<file path="src/rtl/pr_elastic_pipe.sv">
// -----------------------------------------------------------------------------
// pr_elastic_pipe
//   Elastic pipeline register: a chain of DEPTH stages carrying a WIDTH-bit
//   payload with valid/ready handshakes on both sides. Entries collapse into
//   empty stages, a global stall holds all contents, and a per-stage flush
//   mask kills selected in-flight entries.
//
// Parameters
//   WIDTH         payload width (>= 1)
//   DEPTH         number of register stages (>= 1); stage 0 is the youngest,
//                 stage DEPTH-1 drives the output
//
// Ports
//   clk, rst_n    clock, asynchronous active-low reset
//   i_valid       upstream entry present
//   i_data        upstream payload
//   o_in_ready    block accepts the upstream entry this cycle (combinational)
//   o_valid       output entry present (combinational from stall/flush)
//   o_data        output payload, stage DEPTH-1
//   i_out_ready   downstream consumes the output this cycle
//   i_stall       global hold
//   i_flush_mask  bit k kills the entry in stage k at this edge
//   o_count       number of valid stages
//
// Build option
//   PR_ELASTIC_COUNT_EN  when defined, o_count is a registered popcount of
//                        the next-state valids; otherwise o_count is tied to 0.
// -----------------------------------------------------------------------------
module pr_elastic_pipe #(
   parameter int unsigned WIDTH = 32,
   parameter int unsigned DEPTH = 2
) (
   input  logic                         clk,
   input  logic                         rst_n,
   input  logic                         i_valid,
   input  logic [WIDTH-1:0]             i_data,
   output logic                         o_in_ready,
   output logic                         o_valid,
   output logic [WIDTH-1:0]             o_data,
   input  logic                         i_out_ready,
   input  logic                         i_stall,
   input  logic [DEPTH-1:0]             i_flush_mask,
   output logic [$clog2(DEPTH+1)-1:0]   o_count
);

   localparam int unsigned CW = $clog2(DEPTH + 1);

   // Stage state
   logic [DEPTH-1:0] r_v;
   logic [WIDTH-1:0] r_d [DEPTH];

   // Effective valids, acceptance chain and next state
   logic [DEPTH-1:0] w_ev;
   logic [DEPTH:0]   w_acc;
   logic [DEPTH-1:0] w_v_nxt;
   logic [WIDTH-1:0] w_d_nxt [DEPTH];

   // Flushed entries neither forward nor block
   assign w_ev = r_v & ~i_flush_mask;

   // Acceptance chain from the output back to the input; w_acc[k] means
   // stage k can take a new entry at this edge.
   always_comb begin
      logic acc_run;
      w_acc        = '0;
      acc_run      = i_out_ready & ~i_stall;
      w_acc[DEPTH] = acc_run;
      for (int k = int'(DEPTH) - 1; k >= 0; k--) begin
         acc_run  = ~i_stall & (~w_ev[k] | acc_run);
         w_acc[k] = acc_run;
      end
   end

   // Next state: take the source if it moves in, else hold a surviving entry
   // that cannot leave, else go empty with a zero payload.
   always_comb begin
      w_v_nxt = '0;
      for (int k = 0; k < int'(DEPTH); k++) begin
         w_d_nxt[k] = '0;
      end

      if (i_valid & w_acc[0]) begin
         w_v_nxt[0] = 1'b1;
         w_d_nxt[0] = i_data;
      end else if (w_ev[0] & ~w_acc[1]) begin
         w_v_nxt[0] = 1'b1;
         w_d_nxt[0] = r_d[0];
      end

      for (int k = 1; k < int'(DEPTH); k++) begin
         if (w_ev[k-1] & w_acc[k]) begin
            w_v_nxt[k] = 1'b1;
            w_d_nxt[k] = r_d[k-1];
         end else if (w_ev[k] & ~w_acc[k+1]) begin
            w_v_nxt[k] = 1'b1;
            w_d_nxt[k] = r_d[k];
         end
      end
   end

   // Stage registers
   always_ff @(posedge clk or negedge rst_n) begin
      if (!rst_n) begin
         r_v <= '0;
         for (int k = 0; k < int'(DEPTH); k++) begin
            r_d[k] <= '0;
         end
      end else begin
         r_v <= w_v_nxt;
         for (int k = 0; k < int'(DEPTH); k++) begin
            r_d[k] <= w_d_nxt[k];
         end
      end
   end

   assign o_in_ready = w_acc[0];
   assign o_valid    = w_ev[DEPTH-1] & ~i_stall;
   assign o_data     = r_d[DEPTH-1];

`ifdef PR_ELASTIC_COUNT_EN
   // Occupancy: popcount of next-state valids, so it tracks r_v exactly
   logic [CW-1:0] r_count;
   logic [CW-1:0] w_count_nxt;

   always_comb begin
      w_count_nxt = '0;
      for (int k = 0; k < int'(DEPTH); k++) begin
         w_count_nxt = w_count_nxt + CW'(w_v_nxt[k]);
      end
   end

   always_ff @(posedge clk or negedge rst_n) begin
      if (!rst_n) begin
         r_count <= '0;
      end else begin
         r_count <= w_count_nxt;
      end
   end

   assign o_count = r_count;
`else
   assign o_count = '0;
`endif

endmodule
</file>
<file path="config.mk">
export PLATFORM = sky130hd
export DESIGN_NAME = pr_elastic_pipe
export DESIGN_NICKNAME = d
export VERILOG_FILES = /design/src/rtl/pr_elastic_pipe.sv
export SDC_FILE = /design/constraint.sdc
export NUM_CORES = 1
export LEC_CHECK = 0
export ABC_AREA = 1
export BUFFER_PORTS_ARGS = -buffer_cell sky130_fd_sc_hd__buf_4
export CAP_MARGIN = 20
export CORE_MARGIN = 8
export CORE_UTILIZATION = 35
export DETAILED_ROUTE_END_ITERATION = 10
export GPL_TIMING_DRIVEN = 0
export SKIP_CTS_REPAIR_TIMING = 1
export SLEW_MARGIN = 40
export SYNTH_ARGS = -nofsm -noshare
export SYNTH_HDL_FRONTEND = slang
export SYNTH_SLANG_ARGS = --single-unit
export TNS_END_PERCENT = 20
</file>
<file path="constraint.sdc">
create_clock -name clk -period 2.29 [get_ports clk]
set_input_delay 0.1145 -clock clk [delete_from_list [all_inputs] [get_ports clk]]
set_output_delay 0.1145 -clock clk [all_outputs]
set_load 0.02 [all_outputs]
</file>
==> results.tsv, run 1 <==
stage	metric	value	unit
status	outcome	completed	
hold_path	Worst Hold Depth	3	
critical_path	Worst Setup SP	r_v[1]	
sta	RSZ-0062 raised after global routing	no	
routing	Post-DRT Antenna Nets	0	
synthesis	Cell variety after synth	18	
routing	drt wl/cell	12.6	um
critical_path	delay-heaviest family, CP	buffers and inverters	
critical_path	crit-path max cell delay	0.39	ns
synthesis	Avg Cell Area, Syn	8.84	um2
floorplanning	Horiz. Die Dim	107	um
synthesis	combinational family with the most area after synthesis	simple AND/OR/NAND/NOR gates	
sta	Fin. Hold Viols	0	
floorplanning	core outline area	8090	um2
routing	DRT Pass-1 Iters	4	
sta	max frequency	541	MHz
final_layout	most common cell after layout, fill and taps aside	buf_4	
synthesis	#FFs+latches synth	66	
power	power per cell area	601	nW/um2
global_route	GRT Total Usage	12.1	%
floorplanning	Top-Level Pins	75	
placed_design	DP HPWL	4600	um
sta	minimum clock period after layout	1.85	ns
critical_path	worst r2r src	r_v[1]	
sta	final setup violation count	0	
clocking	H-tree Lvls	3	
critical_path	Setup crit start kind	flop	
critical_path	Critical path buffers and inverters	2	
critical_path	FF-to-FF setup slack	0.80	ns
routing	via count	2214	
critical_path	critical path type	reg -> out	
floorplanning	die height	107	um
routing	vias per cell	4.23	
sta	skew final	0.00641	ns
final_layout	fin area	3770	um2
routing	wire length on met1	2980	um
global_route	largest net degree at the start of global routing	67	
final_layout	most frequent cells in the layout	buf_4, nand2_1, dfrtp_1	
synthesis	YS warnings	0	
placed_design	GP Congestion	0.720	
global_route	number of global-route vias before repair	2219	
synthesis	multiplexer area fraction after synthesis	0	%
floorplanning	# rows	33	
critical_path	crit end category	output pin	
clocking	total CTS buffers	9	
clocking	sinks on the clock net	66	
critical_path	Slowest cell on crit path	dfrtp_1	
critical_path	worst reg2reg path endpoint	r_d[56]	
routing	DRC	0	
final_layout	nets	453	
routing	final WL	6580	um
critical_path	crit-path cells	nand2_1 -> nor2_2 -> a21oi_2 -> buf_2 -> buf_4	
synthesis	Synth Area in XOR/XNOR	0	%
sta	TNS Setup	0	ns
routing	starting DRC count in detailed routing	106	
critical_path	worst-path maximum fanout	10	
routing	met3 WL post-DR	358	um
synthesis	simple-gate share of the synthesized area	19.8	%
synthesis	Post-Syn Instances	327	
sta	Worst Tran Pin Value	0.602	ns
floorplanning	die footprint	11400	um2
final_layout	final antenna diode count	0	
global_route	first-pass GRT wire length	10800	um
power	Total Power	2.26	mW
sta	Slew Limit Fails	0	
final_layout	layout cells sized above 1	31.3	%
sta	final cycle utilization of the critical path	80.7	%
clocking	later-pin clock latency in the skew report	0.34	ns
clocking	CTS tree	built	
final_layout	fill count	843	
hold_path	hold path start	i_data[25]	
critical_path	WP data arrival	1.73	ns
synthesis	mapped cell area	2890	um2
floorplanning	Initial Utilization	35.7	%
global_route	initial antenna violation count	0	
power	Leakage	2.03	nW
final_layout	final core utilization	46.5	%
clocking	clk root buf	clkbuf_8	
critical_path	cell count of the worst reg-to-reg path	6	
clocking	Clock Pin Slew Worst Setup and Hold Paths	0.07	ns
sta	hold_ws	0.00431	ns
flow_run	Max Cap Violations	0	
hold_path	Hold WC Path Type	in -> reg	
synthesis	Compound-Gate Fraction of Synth Area	6.23	%
critical_path	CP Data Required Time	2.18	ns
placed_design	port buffer count	71	
synthesis	sequential share of the synthesized area	57.1	%
final_layout	Area Overhead vs Synth	30.3	%
sta	Max transition margin	59.8	%
power	Peak supply drop	269	uV
synthesis	Adder-Cell Fraction of Synth Area	0	%
hold_path	WHS Endpoint	r_d[57]	
placed_design	placed cell area	3560	um2
routing	DR WL met2	3130	um
global_route	GRT overflow	0	
routing	Top Layer Used	met4	
clocking	Max clock buf depth	2	
[synth_stat cells]
master | count | share of area (%)
nor2_2 | 1 | 0.22
clkbuf_2 | 1 | 0.17
buf_6 | 3 | 1.2
nand3_2 | 1 | 0.35
o21ai_0 | 32 | 5.5
conb_1 | 1 | 0.13
a21oi_2 | 1 | 0.30
inv_1 | 36 | 4.7
nand2_1 | 101 | 13
inv_2 | 1 | 0.13
a21boi_2 | 1 | 0.39
buf_4 | 34 | 8.8
clkbuf_1 | 5 | 0.65
buf_2 | 4 | 0.69
nand3_1 | 33 | 5.7
dfrtp_1 | 66 | 57
buf_1 | 3 | 0.39
nor2_1 | 3 | 0.39
[area by class of cell]
| cell class | count | area, um2 | area share [%] |
|---|---|---|---|
| Tap cell | 105 | 131 | 3.49 |
| Sequential cell | 66 | 1650 | 43.9 |
| Buffer | 50 | 344 | 9.14 |
| Inverter | 37 | 139 | 3.69 |
| Clock inverter | 3 | 15.0 | 0.399 |
| Clock buffer | 13 | 149 | 3.95 |
| Multi-Input combinational cell | 175 | 759 | 20.2 |
| Timing Repair Buffer | 75 | 577 | 15.3 |
[metal layers]
| layer | GRT usage (%) | vias to the layer above |
|---|---|---|
| li1 | - | 1140 |
| met1 | 14.9 | 1015 |
| met2 | 19.0 | 49 |
| met3 | 3.12 | 10 |
| met4 | 6.33 | 0 |
| met5 | 0 | - |
[state kept, by name, summed over array words and instances (netlist names)]
register / flops
o_data: 32
r_d: 32
r_v: 2
[worst max-delay path by stage]
stage | end | slack [ns] | cells after the start
2_1_floorplan | r_d[32] | 1.07 | 6
3_3_place_gp | o_in_ready | 0.81 | 5
3_5_place_dp | o_in_ready | 0.79 | 5
4_1_cts | o_in_ready | 0.40 | 5
5_1_grt | o_in_ready | 0.30 | 5
6_report | o_in_ready | 0.44 | 5
[logic make-up after synthesis]
kind of cell,after synthesis
and+or+nand+nor,139
buffers and inverters,87
other,1
DFF,66
AOI/OAI and AO/OA,34
[worst min-delay path, delay by kind of cell]
family	cells	cell delay, ns
simple gates	2	0.11
buf+inv	1	0.07
[through the flow]
stage	cells	worst slack, ns
final	524	0.442
after global routing	524	0.296
after CTS	520	0.404
after detailed placement	504	0.790
after global placement	504	0.807
after floorplan	328	1.07
[where the power goes]
part | switching [mW] | total [mW] | internal [mW]
clock | 0.420 | 0.838 | 0.418
combinational | 0.116 | 0.207 | 0.0910
sequential | 0.0174 | 1.22 | 1.20
total | 0.553 | 2.26 | 1.71
No activity file was read; power rests on OpenSTA's default activity.
==> inputs of run 2 (changes only) <==
Clock period 2.29 ns to 1.9 ns, I/O delays scaled along.
==> run 2 against run 1 <==
Effect of this change:
- clock skew hardly changed
- register-to-register slack got worse by 0.36 ns
- global-route usage stayed put
- the run now ends with negative hold slack left
==> results.tsv, run 2 (synthesized netlist as in run 1, its figures left out) <==
stage	metric	value	unit	change
global_route	first-pass GRT wire length	10800	um	unchanged
clocking	later-pin clock latency in the skew report	0.34	ns	about the same
sta	final worst slack	0.172	ns	was 0.442 ns
sta	Max transition margin	59.8	%	about the same
clocking	CTS tree	built		unchanged
global_route	M2 GR Usage	19.0	%	unchanged
global_route	Top Usage Layer GRT	met2		unchanged
power	Peak supply drop	325	uV	was 269 uV
final_layout	final std cells w/o fill	534		was 524
sta	TNS Setup	0	ns	unchanged
status	outcome	complete, but fails checks		was completed
final_layout	most common cell after layout, fill and taps aside	buf_4		unchanged
hold_path	Hold WC Path Type	in -> reg		unchanged
routing	drt wl/cell	12.5	um	was 12.6 um
routing	vias per cell	4.23		about the same
sta	final setup violation count	0		unchanged
final_layout	nets	463		was 453
routing	via count	2258		was 2214
final_layout	Reg area	1650	um2	unchanged
clocking	clk root buf	clkbuf_8		unchanged
floorplanning	Top-Level Pins	75		unchanged
routing	DRC	0		unchanged
final_layout	Multi-input gate area	767	um2	was 759 um2
sta	minimum clock period after layout	1.73	ns	
global_route	met1 Track Usage GR	14.9	%	unchanged
critical_path	worst r2r src	r_v[1]		unchanged
sta	Worst Tran Pin Value	0.602	ns	about the same
floorplanning	Horiz. Die Dim	107	um	unchanged
routing	starting DRC count in detailed routing	111		was 106
final_layout	fin area	3870	um2	was 3770 um2
sta	Slew Limit Fails	0		unchanged
hold_path	hold path start	i_data[25]		unchanged
placed_design	GP Congestion	0.720		unchanged
floorplanning	# rows	33		unchanged
global_route	initial antenna violation count	0		unchanged
final_layout	fill count	834		was 843
placed_design	DP HPWL	4600	um	unchanged
routing	final WL	6660	um	was 6580 um
sta	RSZ-0062 raised after global routing	no		unchanged
critical_path	CP Data Required Time	1.80	ns	was 2.18 ns
critical_path	critical path type	reg -> out		unchanged
clocking	total CTS buffers	9		unchanged
critical_path	cell count of the worst reg-to-reg path	5		was 6
sta	hold_ws	-0.0154	ns	was 0.00431 ns
sta	max frequency	579	MHz	
sta	skew final	0.00641	ns	about the same
power	power per cell area	709	nW/um2	was 601 nW/um2
flow_run	Max Cap Violations	0		unchanged
clocking	sinks on the clock net	66		unchanged
global_route	GRT Total Usage	12.1	%	unchanged
final_layout	layout cells sized above 1	30.5	%	was 31.3%
status	failing checks	negative hold slack		
clocking	Clock Pin Slew Worst Setup and Hold Paths	0.07	ns	about the same
floorplanning	die height	107	um	unchanged
critical_path	worst-path maximum fanout	10		unchanged
hold_path	WHS Endpoint	r_d[57]		unchanged
routing	Post-DRT Antenna Nets	0		unchanged
critical_path	worst reg2reg path endpoint	o_data[29]		was r_d[56]
sta	final cycle utilization of the critical path	91.0	%	
global_route	GRT overflow	0		unchanged
clocking	H-tree Lvls	3		unchanged
clocking	Max clock buf depth	2		unchanged
hold_path	Worst Hold Depth	3		unchanged
global_route	number of global-route vias before repair	2219		unchanged
global_route	GRT met3 Usage	3.12	%	unchanged
floorplanning	die footprint	11400	um2	unchanged
placed_design	placed cell area	3560	um2	unchanged
global_route	largest net degree at the start of global routing	67		unchanged
final_layout	final antenna diode count	0		unchanged
power	Leakage	2.07	nW	was 2.03 nW
floorplanning	Initial Utilization	35.7	%	unchanged
critical_path	Setup crit start kind	flop		unchanged
critical_path	WP data arrival	1.63	ns	was 1.73 ns
placed_design	port buffer count	71		unchanged
sta	Fin. Hold Viols	11		was 0
placed_design	placed insts	504		unchanged
critical_path	FF-to-FF setup slack	0.44	ns	was 0.80 ns
floorplanning	core outline area	8090	um2	unchanged
final_layout	most frequent cells in the layout	buf_4, nand2_1, dfrtp_1		unchanged
placed_design	post-place setup slack	0.410	ns	was 0.790 ns
final_layout	Area Overhead vs Synth	34.0	%	was 30.3%
routing	DRT Pass-1 Iters	4		unchanged
critical_path	crit end category	output pin		unchanged
-- run 2: how the worst max path moves through the flow --
stage | end | slack, ns | from
detailed placement | r_d[53] | 0.41 | r_v[1]
global route | o_in_ready | 0.04 | r_v[1]
CTS | o_in_ready | 0.03 | r_v[1]
global placement | r_d[56] | 0.42 | r_v[1]
finish | o_in_ready | 0.17 | r_v[1]
floorplan | r_d[32] | 0.68 | r_v[1]
-- run 2: report_power, final --
group | total (mW) | switching (mW) | internal, mW
Combinational | 0.268 | 0.145 | 0.124
Sequential | 1.47 | 0.0210 | 1.45
Clock | 1.01 | 0.507 | 0.504
Total | 2.75 | 0.673 | 2.07
-- run 2: routing by layer --
layer	vias to the layer above	share of wire (%)	wire (um)
met4	0	1.8	119
met3	10	5.3	351
met5	-	0	0
li1	1162	-	-
met1	1037	45	3020
met2	49	48	3170
-- run 2: layout make-up --
class / count / area share (%)
plain buffers: 50 / 8.88
clock buffers: 13 / 3.84
clock inverters: 3 / 0.388
inverters: 37 / 3.59
multi-input cells: 175 / 19.8
flip-flops and latches: 66 / 42.6
well taps: 105 / 3.39
repair buffers: 85 / 17.5
-- run 2: critical path, stage by stage, from the launching register on --
cell	delay, ns
dfrtp_1	0.36
nand2_1	0.09
nor2_2	0.31
a21oi_4	0.15
buf_2	0.21
buf_4	0.17
-- run 2: through the flow --
| step | power [mW] | hold WS [ns] | utilization (%) |
|---|---|---|---|
| 2_1_floorplan | 1.60 | -0.201 | - |
| 3_3_place_gp | 1.74 | 0.246 | 44.0 |
| 3_5_place_dp | 1.74 | 0.259 | 44.0 |
| 4_1_cts | 2.77 | -0.116 | 46.0 |
| 5_1_grt | 2.88 | 0.000639 | 47.9 |
| 6_report | 2.75 | -0.0154 | 47.9 |
==> inputs of run 3 (changes only) <==
Settings changed: ABC_AREA 1 to not set, SKIP_LAST_GASP set to 1.
==> run 3 against run 2 <==
Effect of this change:
- the run now ends clean
- hold slack better by 0.045 ns
- sequential power hardly changed
- clock skew hardly changed
- combinational power is 22% higher
- register-to-register slack worse by 0.06 ns
- critical path type unchanged
- highest routed layer unchanged
- critical endpoint unchanged
- synthesized area is 5.0% lower
- utilization is 3.7 points higher
- first-iteration DRC count is 25% lower
- sequential share of layout area is 0.78 points lower
- largest cell class unchanged
- worst setup slack better by 0.060 ns
- global-route usage is 0.49 points higher
- clock power is 6% higher
==> results.tsv, run 3 <==
stage	metric	value	unit	change
sta	hold_ws	0.0294	ns	was -0.0154 ns
synthesis	Adder-Cell Fraction of Synth Area	0	%	unchanged
global_route	number of global-route vias before repair	2175		was 2219
synthesis	multiplexer area fraction after synthesis	0	%	unchanged
clocking	sinks on the clock net	66		unchanged
synthesis	simple-gate share of the synthesized area	1.87	%	was 19.8%
routing	drt wl/cell	16.2	um	was 12.5 um
synthesis	post-synth top area share	60.1	%	was 57.1%
routing	starting DRC count in detailed routing	83		was 111
routing	Post-DRT Antenna Nets	0		unchanged
synthesis	most frequent cells after synthesis	dfrtp_1, a32o_1, buf_4		was nand2_1, dfrtp_1, inv_1
hold_path	WHS Endpoint	r_v[0]		was r_d[57]
critical_path	worst reg2reg path endpoint	o_data[26]		was o_data[29]
hold_path	Worst Hold Depth	3		unchanged
synthesis	Compound-Gate Fraction of Synth Area	24.9	%	was 6.23%
critical_path	WP data arrival	1.57	ns	was 1.63 ns
final_layout	final core utilization	51.6	%	was 47.9%
synthesis	Avg Cell Area, Syn	13.8	um2	was 8.84 um2
clocking	H-tree Lvls	3		unchanged
routing	DRT Pass-1 Iters	8		was 4
floorplanning	Top-Level Pins	75		unchanged
placed_design	DP HPWL	4690	um	was 4600 um
clocking	CTS tree	built		unchanged
synthesis	top-count cell post-synth	dfrtp_1		was nand2_1
synthesis	YS warnings	0		unchanged
final_layout	fill count	683		was 834
routing	final WL	6840	um	was 6660 um
synthesis	#FFs+latches synth	66		unchanged
power	Peak supply drop	405	uV	was 325 uV
sta	final worst slack	0.232	ns	was 0.172 ns
floorplanning	core outline area	7650	um2	was 8090 um2
sta	final setup violation count	0		unchanged
sta	final cycle utilization of the critical path	87.8	%	was 91.0%
final_layout	most frequent cells in the layout	buf_4, dfrtp_1, a32o_1		was buf_4, nand2_1, dfrtp_1
global_route	initial antenna violation count	0		unchanged
flow_run	Max Cap Violations	0		unchanged
power	Leakage	1.95	nW	was 2.07 nW
critical_path	critical path type	reg -> out		unchanged
hold_path	hold path start	i_valid		was i_data[25]
routing	vias per cell	4.98		was 4.23
sta	TNS Setup	0	ns	unchanged
synthesis	Cell variety after synth	18		unchanged
clocking	clk root buf	clkbuf_8		unchanged
critical_path	Setup crit start kind	flop		unchanged
synthesis	Post-Syn Instances	199		was 327
sta	max frequency	600	MHz	was 579 MHz
placed_design	placed insts	375		was 504
status	outcome	completed		was complete, but fails checks
sta	RSZ-0062 raised after global routing	no		unchanged
final_layout	Area Overhead vs Synth	43.7	%	was 34.0%
critical_path	cell count of the worst reg-to-reg path	5		unchanged
sta	Worst Tran Pin Value	0.501	ns	was 0.602 ns
clocking	Clock Pin Slew Worst Setup and Hold Paths	0.06	ns	was 0.07 ns
critical_path	FF-to-FF setup slack	0.38	ns	was 0.44 ns
synthesis	Post-synth ARST share	100	%	unchanged
global_route	GRT overflow	0		unchanged
final_layout	final antenna diode count	0		unchanged
synthesis	combinational family with the most area after synthesis	compound AO/OA/AOI/OAI gates		was simple AND/OR/NAND/NOR gates
critical_path	worst r2r src	r_v[0]		was r_v[1]
final_layout	nets	355		was 463
sta	Max transition margin	66.6	%	was 59.8%
floorplanning	die height	105	um	was 107 um
synthesis	cell taking the most area after synthesis	dfrtp_1		unchanged
global_route	first-pass GRT wire length	11000	um	was 10800 um
final_layout	Reg area	1650	um2	unchanged
placed_design	GP Congestion	0.701		was 0.720
clocking	later-pin clock latency in the skew report	0.34	ns	about the same
hold_path	Hold WC Path Type	in -> reg		unchanged
floorplanning	die footprint	10900	um2	was 11400 um2
placed_design	port buffer count	72		was 71
power	power per cell area	726	nW/um2	was 709 nW/um2
critical_path	Worst Setup SP	r_v[0]		was r_v[1]
routing	DRC	0		unchanged
critical_path	worst-path maximum fanout	19		was 10
floorplanning	Horiz. Die Dim	105	um	was 107 um
placed_design	post-place setup slack	0.476	ns	was 0.410 ns
sta	Fin. Hold Viols	0		was 11
global_route	GRT Total Usage	12.5	%	was 12.1%
synthesis	Synth Flop Type	dfrtp_1		unchanged
routing	via count	2105		was 2258
clocking	total CTS buffers	9		unchanged
final_layout	layout cells sized above 1	44.5	%	was 30.5%
sta	skew final	0.00623	ns	was 0.00641 ns
synthesis	Post-synth EDFFs	0		unchanged
synthesis	largest cells by area after synthesis	dfrtp_1, a32o_1, buf_4		was dfrtp_1, nand2_1, buf_4
final_layout	most common cell after layout, fill and taps aside	buf_4		unchanged
synthesis	Synth Area in XOR/XNOR	0	%	unchanged
sta	Slew Limit Fails	0		unchanged
critical_path	crit end category	output pin		unchanged
sta	minimum clock period after layout	1.67	ns	was 1.73 ns
global_route	largest net degree at the start of global routing	42		was 67
final_layout	final std cells w/o fill	423		was 534
synthesis	sequential share of the synthesized area	60.1	%	was 57.1%
final_layout	Multi-input gate area	743	um2	was 767 um2
critical_path	CP Data Required Time	1.80	ns	about the same
floorplanning	Initial Utilization	35.9	%	was 35.7%
synthesis	mapped cell area	2750	um2	was 2890 um2
floorplanning	# rows	32		was 33
clocking	Max clock buf depth	2		unchanged
[run 3: cell count changes after synthesis, sizes merged, moves of 7 or more]
cell   delta
o21ai    -30
nand2   -100
nand3    -34
inv      -36
buf       +7
a32o     +64
[run 3: worst max-delay path, stage by stage (launching register included)]
cell and delay [ns]:
dfrtp_1 0.31, nor2b_1 0.11, buf_2 0.16, buf_2 0.34, a21oi_1 0.14, buf_4 0.17
[run 3: per-layer routing]
| layer | GRT usage [%] | share of wire, % |
|---|---|---|
| met2 | 18.5 | 46 |
| met5 | 0 | 0 |
| met4 | 4.28 | 0.99 |
| met3 | 4.67 | 5.9 |
| met1 | 16.6 | 47 |
[run 3: where the power goes]
group | total (mW) | internal [mW] | leakage (nW) | switching, mW
Combinational | 0.326 | 0.164 | 0.952 | 0.162
Sequential | 1.47 | 1.44 | 0.901 | 0.0212
Clock | 1.07 | 0.578 | 0.0965 | 0.494
Total | 2.86 | 2.19 | 1.95 | 0.677
[run 3: final cells by class]
class                      instances  area share [%]
sequential                        66            41.9
timing repair buffer             106            22.6
multi-input combinational         79            18.8
buffer                            53            8.78
clock buffer                      14            4.38
tap                              102            3.23
clock inverter                     2           0.254
inverter                           1          0.0951
[run 3: cells by family (layout without fill, tap and decap cells)]
logic type,after synthesis,in the layout
compound gates,70,70
other cells,1,2
buf+inv,55,176
simple gates,7,7
flops,66,66
[run 3: how the worst max path moves through the flow]
stage,slack (ns),end
final,0.23,o_in_ready
after global routing,0.08,o_in_ready
after CTS,0.09,o_in_ready
after detailed placement,0.48,o_in_ready
after global placement,0.45,o_in_ready
after floorplan,0.53,o_in_ready
[run 3: stage by stage]
| stage | instance area, um2 | power [mW] |
|---|---|---|
| floorplan | 2750 | 1.61 |
| global placement | 3420 | 1.76 |
| detailed placement | 3440 | 1.77 |
| CTS | 3620 | 2.86 |
| global route | 3950 | 3.00 |
| finish | 3950 | 2.86 |
